`config.mk`:
```
export PLATFORM = sky130hd
export DESIGN_NAME = pio_ctrl
export DESIGN_NICKNAME = d
export VERILOG_FILES = /design/src/rtl/pio_ctrl.sv
export SDC_FILE = /design/constraint.sdc
export NUM_CORES = 1
export LEC_CHECK = 0
export ABC_AREA = 1
export BUFFER_PORTS_ARGS = -buffer_cell sky130_fd_sc_hd__buf_2
export CORE_ASPECT_RATIO = 1.4
export CORE_MARGIN = 5
export CORE_UTILIZATION = 30
export DETAILED_ROUTE_END_ITERATION = 7
export PLACE_DENSITY_LB_ADDON = 0.25
export SLEW_MARGIN = 20
export SYNTH_ARGS = -nofsm -noshare
export SYNTH_HDL_FRONTEND = slang
export SYNTH_SLANG_ARGS = --single-unit
```
`constraint.sdc`:
```
create_clock -name clk -period 1.05 [get_ports clk]
set_input_delay 0.21 -clock clk [delete_from_list [all_inputs] [get_ports clk]]
set_output_delay 0.21 -clock clk [all_outputs]
set_load 0.005 [all_outputs]
```
`src/rtl/pio_ctrl.sv`:
```
// rtl/pio_ctrl.sv - host command sequencer for the four PIO state machines (optional watchdog: PIO_CTRL_TIMEOUT_EN)
module pio_ctrl #(
  parameter int NUM_SM  = 4,
  parameter int TIMEOUT = 255
) (
  input  logic              clk,
  input  logic              reset,
  input  logic              cmd_valid,
  output logic              cmd_ready,
  input  logic [1:0]        cmd_op,
  input  logic [NUM_SM-1:0] cmd_mask,
  input  logic [15:0]       cmd_data,
  input  logic [NUM_SM-1:0] sm_tick,
  output logic [NUM_SM-1:0] en,
  output logic [NUM_SM-1:0] restart,
  output logic [NUM_SM-1:0] div_restart,
  output logic [NUM_SM-1:0] imm,
  output logic [15:0]       imm_instr,
  output logic              busy,
  output logic              exec_err
);

  typedef enum logic [1:0] {
    OP_SET_EN   = 2'd0,
    OP_RESTART  = 2'd1,
    OP_EXEC     = 2'd2,
    OP_DIV_SYNC = 2'd3
  } op_t;

  typedef enum logic [1:0] {
    S_IDLE      = 2'd0,
    S_PULSE     = 2'd1,
    S_EXEC_WAIT = 2'd2,
    S_EXEC_DONE = 2'd3
  } state_t;

  localparam logic [NUM_SM-1:0] ONE = {{(NUM_SM-1){1'b0}}, 1'b1};

  state_t            state;
  state_t            state_d;
  op_t               cmd_op_e;
  op_t               op_q;
  logic [NUM_SM-1:0] mask_q;
  logic [NUM_SM-1:0] tgt_q;
  logic [15:0]       data_q;
  logic [NUM_SM-1:0] cmd_lowest;
  logic              accept;
  logic              consume;
  logic              wd_fire;

  assign cmd_op_e   = op_t'(cmd_op);
  assign cmd_ready  = (state == S_IDLE);
  assign busy       = (state != S_IDLE);
  assign accept     = cmd_valid && cmd_ready;

  // Two's-complement trick isolates the lowest set mask bit: that machine is the EXEC target.
  assign cmd_lowest = cmd_mask & (~cmd_mask + ONE);

  // The instruction is consumed only on a divided-clock tick of an enabled target.
  assign consume    = (state == S_EXEC_WAIT) && (|(tgt_q & sm_tick & en));

`ifdef PIO_CTRL_TIMEOUT_EN
  logic [7:0] wd_cnt;
  logic       err_q;

  assign wd_fire  = (state == S_EXEC_WAIT) && !consume && (wd_cnt == 8'(TIMEOUT - 1));
  assign exec_err = err_q;

  // Watchdog counts cycles spent in EXEC_WAIT, cleared everywhere else.
  always_ff @(posedge clk or posedge reset) begin
    if (reset) begin
      wd_cnt <= 8'd0;
    end else if (state == S_EXEC_WAIT) begin
      wd_cnt <= wd_cnt + 8'd1;
    end else begin
      wd_cnt <= 8'd0;
    end
  end

  // Sticky error flag raised when the watchdog abandons an EXEC.
  always_ff @(posedge clk or posedge reset) begin
    if (reset) begin
      err_q <= 1'b0;
    end else if (wd_fire) begin
      err_q <= 1'b1;
    end
  end
`else
  assign wd_fire  = 1'b0;
  assign exec_err = 1'b0;
`endif

  // State register.
  always_ff @(posedge clk or posedge reset) begin
    if (reset) begin
      state <= S_IDLE;
    end else begin
      state <= state_d;
    end
  end

  // Next-state logic: SET_EN and zero-mask EXEC complete without leaving IDLE.
  always_comb begin
    state_d = state;
    case (state)
      S_IDLE: begin
        if (accept) begin
          case (cmd_op_e)
            OP_RESTART, OP_DIV_SYNC: state_d = S_PULSE;
            OP_EXEC: begin
              if (|cmd_mask) begin
                state_d = S_EXEC_WAIT;
              end
            end
            default: state_d = S_IDLE;
          endcase
        end
      end
      S_PULSE:     state_d = S_IDLE;
      S_EXEC_WAIT: begin
        if (consume || wd_fire) begin
          state_d = S_EXEC_DONE;
        end
      end
      S_EXEC_DONE: state_d = S_IDLE;
      default:     state_d = S_IDLE;
    endcase
  end

  // Command latch, captured on the accept edge and held for the whole command.
  always_ff @(posedge clk or posedge reset) begin
    if (reset) begin
      op_q   <= OP_SET_EN;
      mask_q <= '0;
      tgt_q  <= '0;
      data_q <= 16'h0000;
    end else if (accept) begin
      op_q   <= cmd_op_e;
      mask_q <= cmd_mask;
      tgt_q  <= cmd_lowest;
      data_q <= cmd_data;
    end
  end

  // Enable register: SET_EN merges under the mask, RESTART clears the restarted machines.
  always_ff @(posedge clk or posedge reset) begin
    if (reset) begin
      en <= '0;
    end else if (accept) begin
      case (cmd_op_e)
        OP_SET_EN:  en <= (cmd_data[NUM_SM-1:0] & cmd_mask) | (en & ~cmd_mask);
        OP_RESTART: en <= en & ~cmd_mask;
        default:    en <= en;
      endcase
    end
  end

  // Pulses and the immediate instruction are decoded from state so reset removes them at once.
  assign restart     = (state == S_PULSE && op_q == OP_RESTART)  ? mask_q : '0;
  assign div_restart = (state == S_PULSE && op_q == OP_DIV_SYNC) ? mask_q : '0;
  assign imm         = (state == S_EXEC_WAIT) ? tgt_q  : '0;
  assign imm_instr   = (state == S_EXEC_WAIT) ? data_q : 16'h0000;

endmodule
```
==> impl_metrics.toml, run 1 <==
[floorplan]
dieArea_sq_um = 6960
rows = 31
io_pins = 64
coreArea_sq_um = 5200
chipHeight_um = 96.8
start_util_pct = 31.0
dieWidth_um = 72.0

[logic_synthesis]
synth_top_cell_area_share_pct = 48.1
yosysWarnings = 0
synth.area.top_cells = "dfrtp_1 48%, o21ai_2 9.2%, nor2_1 8.8%"
ys_ff_latch = 31
dominantRegCellSynth = "dfrtp_1"
syn_area_per_cell_sq_um = 8.31
syn_inst = 194
synth.largest_area_cell = "dfrtp_1"
async_reset_ff_share_pct = 100
syn_area_sq_um = 1610
seq_area_frac_synth_pct = 48.1
yosys.cell_types.count = 20
syn_nets = 223
synth-edff-count = 0

[critical_path]
required_ns = 0.84
setup.worst_path.end_class = "output pin"
path_max_fanout = 5
path_class = "reg2out"
cp-start-kind = "register"
arrival_ns = 1.28

[global_route]
grt_first_pass_wirelength_um = 6970
grt_max_degree = 32
overflow = 0
grt_pass1_vias = 1512
antenna_found_initial = 0
grt.total_usage_pct = 12.6

[placed_design]
hpwlAfterDp_um = 3200
gp_congestion = 0.777
dp_cells = 334
portBuffers = 62
place_ws_ns = -0.174
postPlaceCellArea_sq_um = 2170

[clocking]
cts_tree = "done"
clk_pin_slew_ns = 0.07
insertion_delay_ns = 0.28
cts_buffers = 5
clockBufferDepth = 2
clockRootBuffer = "clkbuf_8"
ctsHtreeMaxLevel = 2
cts.sinks = 31

[sta]
fin_skew_ns = 0.00633
finalSetupViolations = 61
finalHoldViolations = 0
rsz0062_at_grt = "yes"
drv_slew = 0
setup_slack_ns = -0.436
max_freq_mhz = 673
fin_crit_sh_pct = 141
min_period_ns = 1.49

[power_and_ir_drop]
power_density_nw_per_um2 = 2490
p_leak_nw = 1.36
max-vdd-ir-drop_uv = 1510

[layout]
antenna_cells = 0
area_growth_pct = 63.6
nets = 320
drive_above_1_share_pct = 53.4
fin_area_sq_um = 2640
nFillCells = 509
final_cells = 358

[status]
status = "complete, but fails checks"
violations = "negative setup slack"

[route]
drt_iter0_markers = 29
vias = 1546
ant_nets = 0
drc = 0
vias_per_cell = 4.32
routed_wl_um = 4710
drt-wirelength-per-cell_um = 13.2
drt_first_pass_iters = 2

[job]
max_cap_viol_count = 0

[hold_path]
hp-class = "in2reg"
## stage by stage
step	power [W]	hold WS (ns)	setup TNS (ns)	util (%)
after floorplan	0.00364	0.305	-1.82	-
after global placement	0.00474	0.264	-6.50	41.7
after detailed placement	0.00477	0.264	-7.70	41.7
after CTS	0.00583	0.125	-19.77	45.4
after global routing	0.00707	0.131	-27.91	50.8
final	0.00657	0.133	-22.80	50.8
## layout make-up
class | count | area (sq um) | area share [%]
repair buffers | 97 | 820 | 31.1
clock inverters | 1 | 5.00 | 0.190
flip-flops and latches | 31 | 776 | 29.4
multi-input cells | 121 | 733 | 27.8
clock buffers | 7 | 76.3 | 2.89
inverters | 35 | 146 | 5.55
well taps | 66 | 82.6 | 3.13
## worst max-delay path, stage by stage, from the launching register on
cell	delay, ns
dfrtp_1	0.36
inv_2	0.06
nor2_4	0.14
inv_4	0.08
clkbuf_16	0.17
nor2_2	0.08
buf_2	0.11
## cell usage after synthesis (2+ instances only)
| cell | instances |
|---|---|
| o21ai_0 | 5 |
| o21ai_2 | 17 |
| nand4_1 | 4 |
| dfrtp_1 | 31 |
| inv_1 | 34 |
| nand2_4 | 2 |
| nor2_1 | 38 |
| buf_6 | 3 |
| o22ai_2 | 2 |
| nor2_4 | 2 |
| nand3_1 | 3 |
| o21ai_1 | 8 |
| buf_4 | 3 |
| nand2_1 | 36 |
## timing repair
item / in CTS / in global routing
hold buffers: 1 / 0
resized for setup: 9 / 31
gates cloned: 1 / 6
pin swaps: 4 / 5
endpoints found under the hold margin: 31 / 0
setup endpoints to repair: 63 / 64
buffers inserted: 5 / 6
## power breakdown
part           switching [W]  internal [W]
logic                0.00179       0.00190
clock network       0.000432      0.000465
registers           0.000233       0.00175
## worst paths after layout
| path | startpoint | end | slack [ns] | cells after the start |
|---|---|---|---|---|
| worst max-delay path | state[1] | imm_instr[9] | -0.44 | 6 |
| worst min-delay path | cmd_data[5] | data_q[5] | 0.13 | 3 |
| worst max register to register | state[1] | data_q[6] | -0.42 | 10 |
| worst min register to register | mask_q[2] | mask_q[2] | 0.49 | 2 |
| max in group asynchronous | reset | async pin | 0.37 | 4 |
| min in group asynchronous | reset | data_q[7] | 0.51 | 4 |
## layout by cell type (no fill, tap or decap), drive strengths merged
cell / n
a21oi: 1
buf: 91
clkbuf: 12
clkinv: 2
conb: 1
dfrtp: 31
dlygate4sd3: 1
inv: 34
nand2: 39
nand3: 4
nand4: 4
nor2: 40
o21ai: 30
o22ai: 2
## cells by family (layout without fill, tap and decap cells)
| kind of cell | Yosys count | count (layout) | share of synthesized area (%) |
|---|---|---|---|
| AO/OA/AOI/OAI | 33 | 33 | 15.1 |
| buffers and inverters | 42 | 140 | 13.0 |
| AND/OR/NAND/NOR | 87 | 87 | 23.5 |
| flip-flops | 31 | 31 | 48.1 |
| other | 1 | 1 | 0.233 |
## routing by layer
layer / global-route usage (%) / wire length, um / vias up / share of wire [%]
li1: - / - / 789 / -
met5: 0 / 0 / - / 0
met2: 21.2 / 2430 / 48 / 52
met3: 4.46 / 337 / 5 / 7.2
met4: 4.34 / 59 / 0 / 1.3
met1: 14.5 / 1890 / 704 / 40
Note: power is estimated with default switching activity, not from simulation.
==> inputs of run 2 (changes only) <==
Settings changed: GPL_TIMING_DRIVEN from default to 0.
Clock period 1.05 ns to 1.3 ns, I/O delays scaled along.
==> run 2 against run 1 <==
Against the previous run: the run still ends with negative setup slack left; register-to-register slack better by 0.23 ns; clock skew is 0.0036 ns lower; first-iteration DRC count down 48%; largest cell class is now multi-input gates.
==> impl_metrics.toml, run 2 (synthesized netlist as in run 1, its figures left out) <==
[global_route]
grt_max_degree = 32
grt_pass1_vias = 1566
grt.total_usage_pct = 13.4
grt_first_pass_wirelength_um = 7290
overflow = 0
antenna_found_initial = 0

[sta]
finalHoldViolations = 0
fin_crit_sh_pct = 121
finalSetupViolations = 61
tightestPinTransition_ns = 0.664
finalSetupTns_ns = -10.21
fin_skew_ns = 0.00273
relSlewSlack_pct = 55.7
drv_slew = 0
min_period_ns = 1.57
fin_hold_ws_ns = 0.0637
max_freq_mhz = 635
rsz0062_at_grt = "yes"
setup_slack_ns = -0.275

[clocking]
clockBufferDepth = 2
cts_tree = "done"
clockRootBuffer = "clkbuf_8"
cts_buffers = 5
ctsHtreeMaxLevel = 2
clk_pin_slew_ns = 0.06
cts.sinks = 31
insertion_delay_ns = 0.28

[power_and_ir_drop]
power_frac_clock_pct = 15.6
power_density_nw_per_um2 = 2060
p_leak_nw = 1.36
p_int_w = 0.00329
swShare_pct = 38.3
power_w = 0.00533
comb_power_share_pct = 53.9
max-vdd-ir-drop_uv = 872
switching_power_w = 0.00205
power_frac_seq_pct = 30.5

[route]
drt-wirelength-per-cell_um = 14.0
vias_per_cell = 4.43
drc = 0
vias = 1528
routed_wl_um = 4830
ant_nets = 0
drt_iter0_markers = 15
drt_first_pass_iters = 4

[critical_path]
setup.worst_path.end_class = "output pin"
timing.rr.start = "state[0]"
path_class = "reg2out"
arrival_ns = 1.31
regToRegSetupSlack_ns = -0.19
path_max_fanout = 5
crit_end = "imm_instr[1]"
cp-start-kind = "register"
required_ns = 1.04
startpoint = "state[0]"
r2r_cells = 8

[layout]
final_common_cell = "buf_2"
utilization_pct = 49.8
nFillCells = 535
area_growth_pct = 60.4
drive_above_1_share_pct = 57.7
antenna_cells = 0
nets = 307
layout_common_cells = "61 x buf_2, 30 x inv_1, 30 x dfrtp_1"

[status]
violations = "negative setup slack"
status = "complete, but fails checks"

[floorplan]
dieArea_sq_um = 6960
start_util_pct = 31.0
rows = 31
dieWidth_um = 72.0
coreArea_sq_um = 5200
io_pins = 64
chipHeight_um = 96.8

[placed_design]
place_ws_ns = -0.156
gp_congestion = 0.758
hpwlAfterDp_um = 3210
portBuffers = 62

[hold_path]
hp-class = "in2async"

[job]
max_cap_viol_count = 0
run 2: worst max-delay path, stage by stage (launching register included):
cell       delay (ns)
dfrtp_2          0.44
nor2_4           0.15
inv_4            0.08
clkbuf_16        0.17
nor2_4           0.08
buf_2            0.11
run 2: power groups by stage:
stage	clock, W	sequential [W]	combinational [W]
global route	0.000891	0.00168	0.00317
finish	0.000833	0.00163	0.00287
floorplan	0	0.00160	0.00125
global placement	0	0.00164	0.00190
detailed placement	0	0.00164	0.00192
CTS	0.000851	0.00162	0.00215
run 2: timing repair:
item / 4_1_cts / 5_1_grt
setup buffers: 3 / 5
resized for setup: 14 / 71
endpoints found under the setup margin: 29 / 57
pin swaps: 5 / 10
hold buffers: 0 / 0
cloned: 1 / 6
run 2: per-layer routing:
metal | GRT usage, % | vias to the layer above | wire, um
li1 | - | 765 | -
met1 | 14.3 | 704 | 1820
met2 | 23.4 | 53 | 2590
met3 | 4.98 | 6 | 350
met4 | 5.21 | 0 | 64
met5 | 0 | - | 0
run 2: worst min path at each step:
| stage | end | slack (ns) | depth (start not counted) |
|---|---|---|---|
| global placement | data_q[7] | 0.47 | 3 |
| global route | data_q[9] | 0.14 | 2 |
| detailed placement | data_q[11] | 0.40 | 2 |
| finish | data_q[11] | 0.06 | 2 |
| CTS | data_q[13] | 0.1 | 2 |
| floorplan | async pin | 0.36 | 1 |
run 2: cell type report:
class	count	area (sq um)	share of cell area (%)
plain buffers	7	114	4.40
clock buffers	8	100	3.87
inverters	35	149	5.75
multi-input cells	121	822	31.8
flip-flops and latches	31	777	30.0
well taps	66	82.6	3.19
repair buffers	76	532	20.6
repair inverters	1	11.3	0.435
run 2: stage by stage:
stage,instance area [sq um],std cells
2_1_floorplan,1610,194
3_3_place_gp,2010,322
3_5_place_dp,2010,322
4_1_cts,2170,334
5_1_grt,2590,345
6_report,2590,345
==> inputs of run 3 (changes only) <==
Clock period 1.3 ns to 1.55 ns, I/O delays scaled along.
==> run 3 against run 2 <==
Against the previous run: the flow still finishes with violations (negative setup slack); clock skew fell by 0.00072 ns; count of clock-buffer cells in the layout did not move; sequential cell count did not move; clock power fell by 16%; critical path depth did not move; die area did not move; worst hold slack improved by 0.051 ns; sequential share of layout area rose by 4.1 points; utilization fell by 6.0 points; setup slack improved by 0.20 ns; combinational power fell by 27%; final cell count fell by 2.9%; critical path type unchanged.
==> impl_metrics.toml, run 3 (synthesized netlist as in run 1, its figures left out) <==
[status]
status = "complete, but fails checks"
violations = "negative setup slack"

[floorplan]
chipHeight_um = 96.8
rows = 31
dieWidth_um = 72.0
start_util_pct = 31.0
coreArea_sq_um = 5200
io_pins = 64
dieArea_sq_um = 6960

[global_route]
grt_first_pass_wirelength_um = 7290
use_met1_pct = 14.3
grt.total_usage_pct = 13.4
met3_usage_pct = 4.98
grt_use_met2_pct = 23.4
grt_max_degree = 32
busiest_layer = "met2"
overflow = 0
grt_pass1_vias = 1568
antenna_found_initial = 0

[critical_path]
required_ns = 1.24
arrival_ns = 1.31
timing.rr.start = "state[1]"
path_class = "reg2out"
path_max_fanout = 5
startpoint = "state[0]"
setup.worst_path.end_class = "output pin"
cp-start-kind = "register"

[sta]
drv_slew = 0
min_period_ns = 1.62
finalSetupViolations = 23
relSlewSlack_pct = 56.5
max_freq_mhz = 617
fin_crit_sh_pct = 105
setup_slack_ns = -0.0706
tightestPinTransition_ns = 0.651
fin_hold_ws_ns = 0.114
rsz0062_at_grt = "yes"
fin_skew_ns = 0.00201
finalHoldViolations = 0

[placed_design]
place_ws_ns = 0.0439
gp_congestion = 0.758
hpwlAfterDp_um = 3210
portBuffers = 62

[layout]
layout_common_cells = "62 x buf_2, 36 x nand2_1, 31 x inv_1"
final_common_cell = "buf_2"
nets = 297
antenna_cells = 0
area_growth_pct = 41.0
nFillCells = 567
drive_above_1_share_pct = 47.6

[clocking]
clk_pin_slew_ns = 0.06
cts_buffers = 5
clockRootBuffer = "clkbuf_8"
clockBufferDepth = 2
ctsHtreeMaxLevel = 2
cts.sinks = 31
insertion_delay_ns = 0.28
holdBufCountCts = 0
cts_tree = "done"

[route]
vias_per_cell = 4.33
drt-wirelength-per-cell_um = 13.1
routed_wl_um = 4380
drt_first_pass_iters = 4
ant_nets = 0
vias = 1452
drt_iter0_markers = 47
drc = 0

[power_and_ir_drop]
power_density_nw_per_um2 = 1820
p_leak_nw = 1.19
max-vdd-ir-drop_uv = 729

[hold_path]
hp-class = "in2async"

[job]
max_cap_viol_count = 0
[run 3: final timing paths]
path	endpoint	slack, ns	cells past startpoint
hold / removal	data_q[11]	0.11	2
setup reg to reg	register	0.24	7
min in group clk	data_q[6]	0.23	3
max in group asynchronous	state[0]	0.97	2
setup / recovery	imm[3]	-0.07	5
hold reg to reg	mask_q[2]	0.49	2
[run 3: per-layer routing]
metal  vias to the layer above  share of wire (%)  wire length [um]
met3                         6                7.9               345
li1                        742                  -                 -
met1                       657                 40              1740
met5                         -                  0                 0
met4                         0                1.6                68
met2                        47                 51              2230
[run 3: cell type report]
| cell class | instances | area [sq um] | area share [%] |
|---|---|---|---|
| buffer | 7 | 87.6 | 3.85 |
| clock buffer | 8 | 100 | 4.40 |
| inverter | 35 | 141 | 6.22 |
| multi-input combinational | 121 | 709 | 31.2 |
| sequential | 31 | 777 | 34.2 |
| tap | 66 | 82.6 | 3.63 |
| timing repair buffer | 67 | 377 | 16.6 |
[run 3: worst max-delay path: stages, from the launching register on]
cell and delay, ns:
dfrtp_2 0.44, nor2_4 0.15, inv_4 0.08, clkbuf_16 0.17
nor2_4 0.08, buf_2 0.11
[run 3: power by group]
group	switching (W)	internal [W]	leakage (nW)	total, W
clock network	0.000294	0.000405	0.0515	0.000699
logic	0.00112	0.000968	0.752	0.00209
registers	0.000165	0.00119	0.384	0.00136
total	0.00158	0.00256	1.19	0.00414
[run 3: repair_timing]
action | 4_1_cts | 5_1_grt
gates resized for setup | 14 | 23
cloned | 1 | 1
pin swaps | 5 | 2
buffers inserted | 3 | 0
setup endpoints to repair | 28 | 28
[run 3: per-stage QoR]
stage	setup TNS, ns	total power, W	instances	utilization, %	instance area (sq um)
final	-0.741	0.00414	335	43.8	2270
after global routing	-2.63	0.00448	335	43.8	2270
after CTS	-0.495	0.00388	334	41.8	2170
after detailed placement	0	0.00299	322	38.6	2010
after global placement	0	0.00297	322	38.6	2010
after floorplan	0	0.00239	194	-	1610
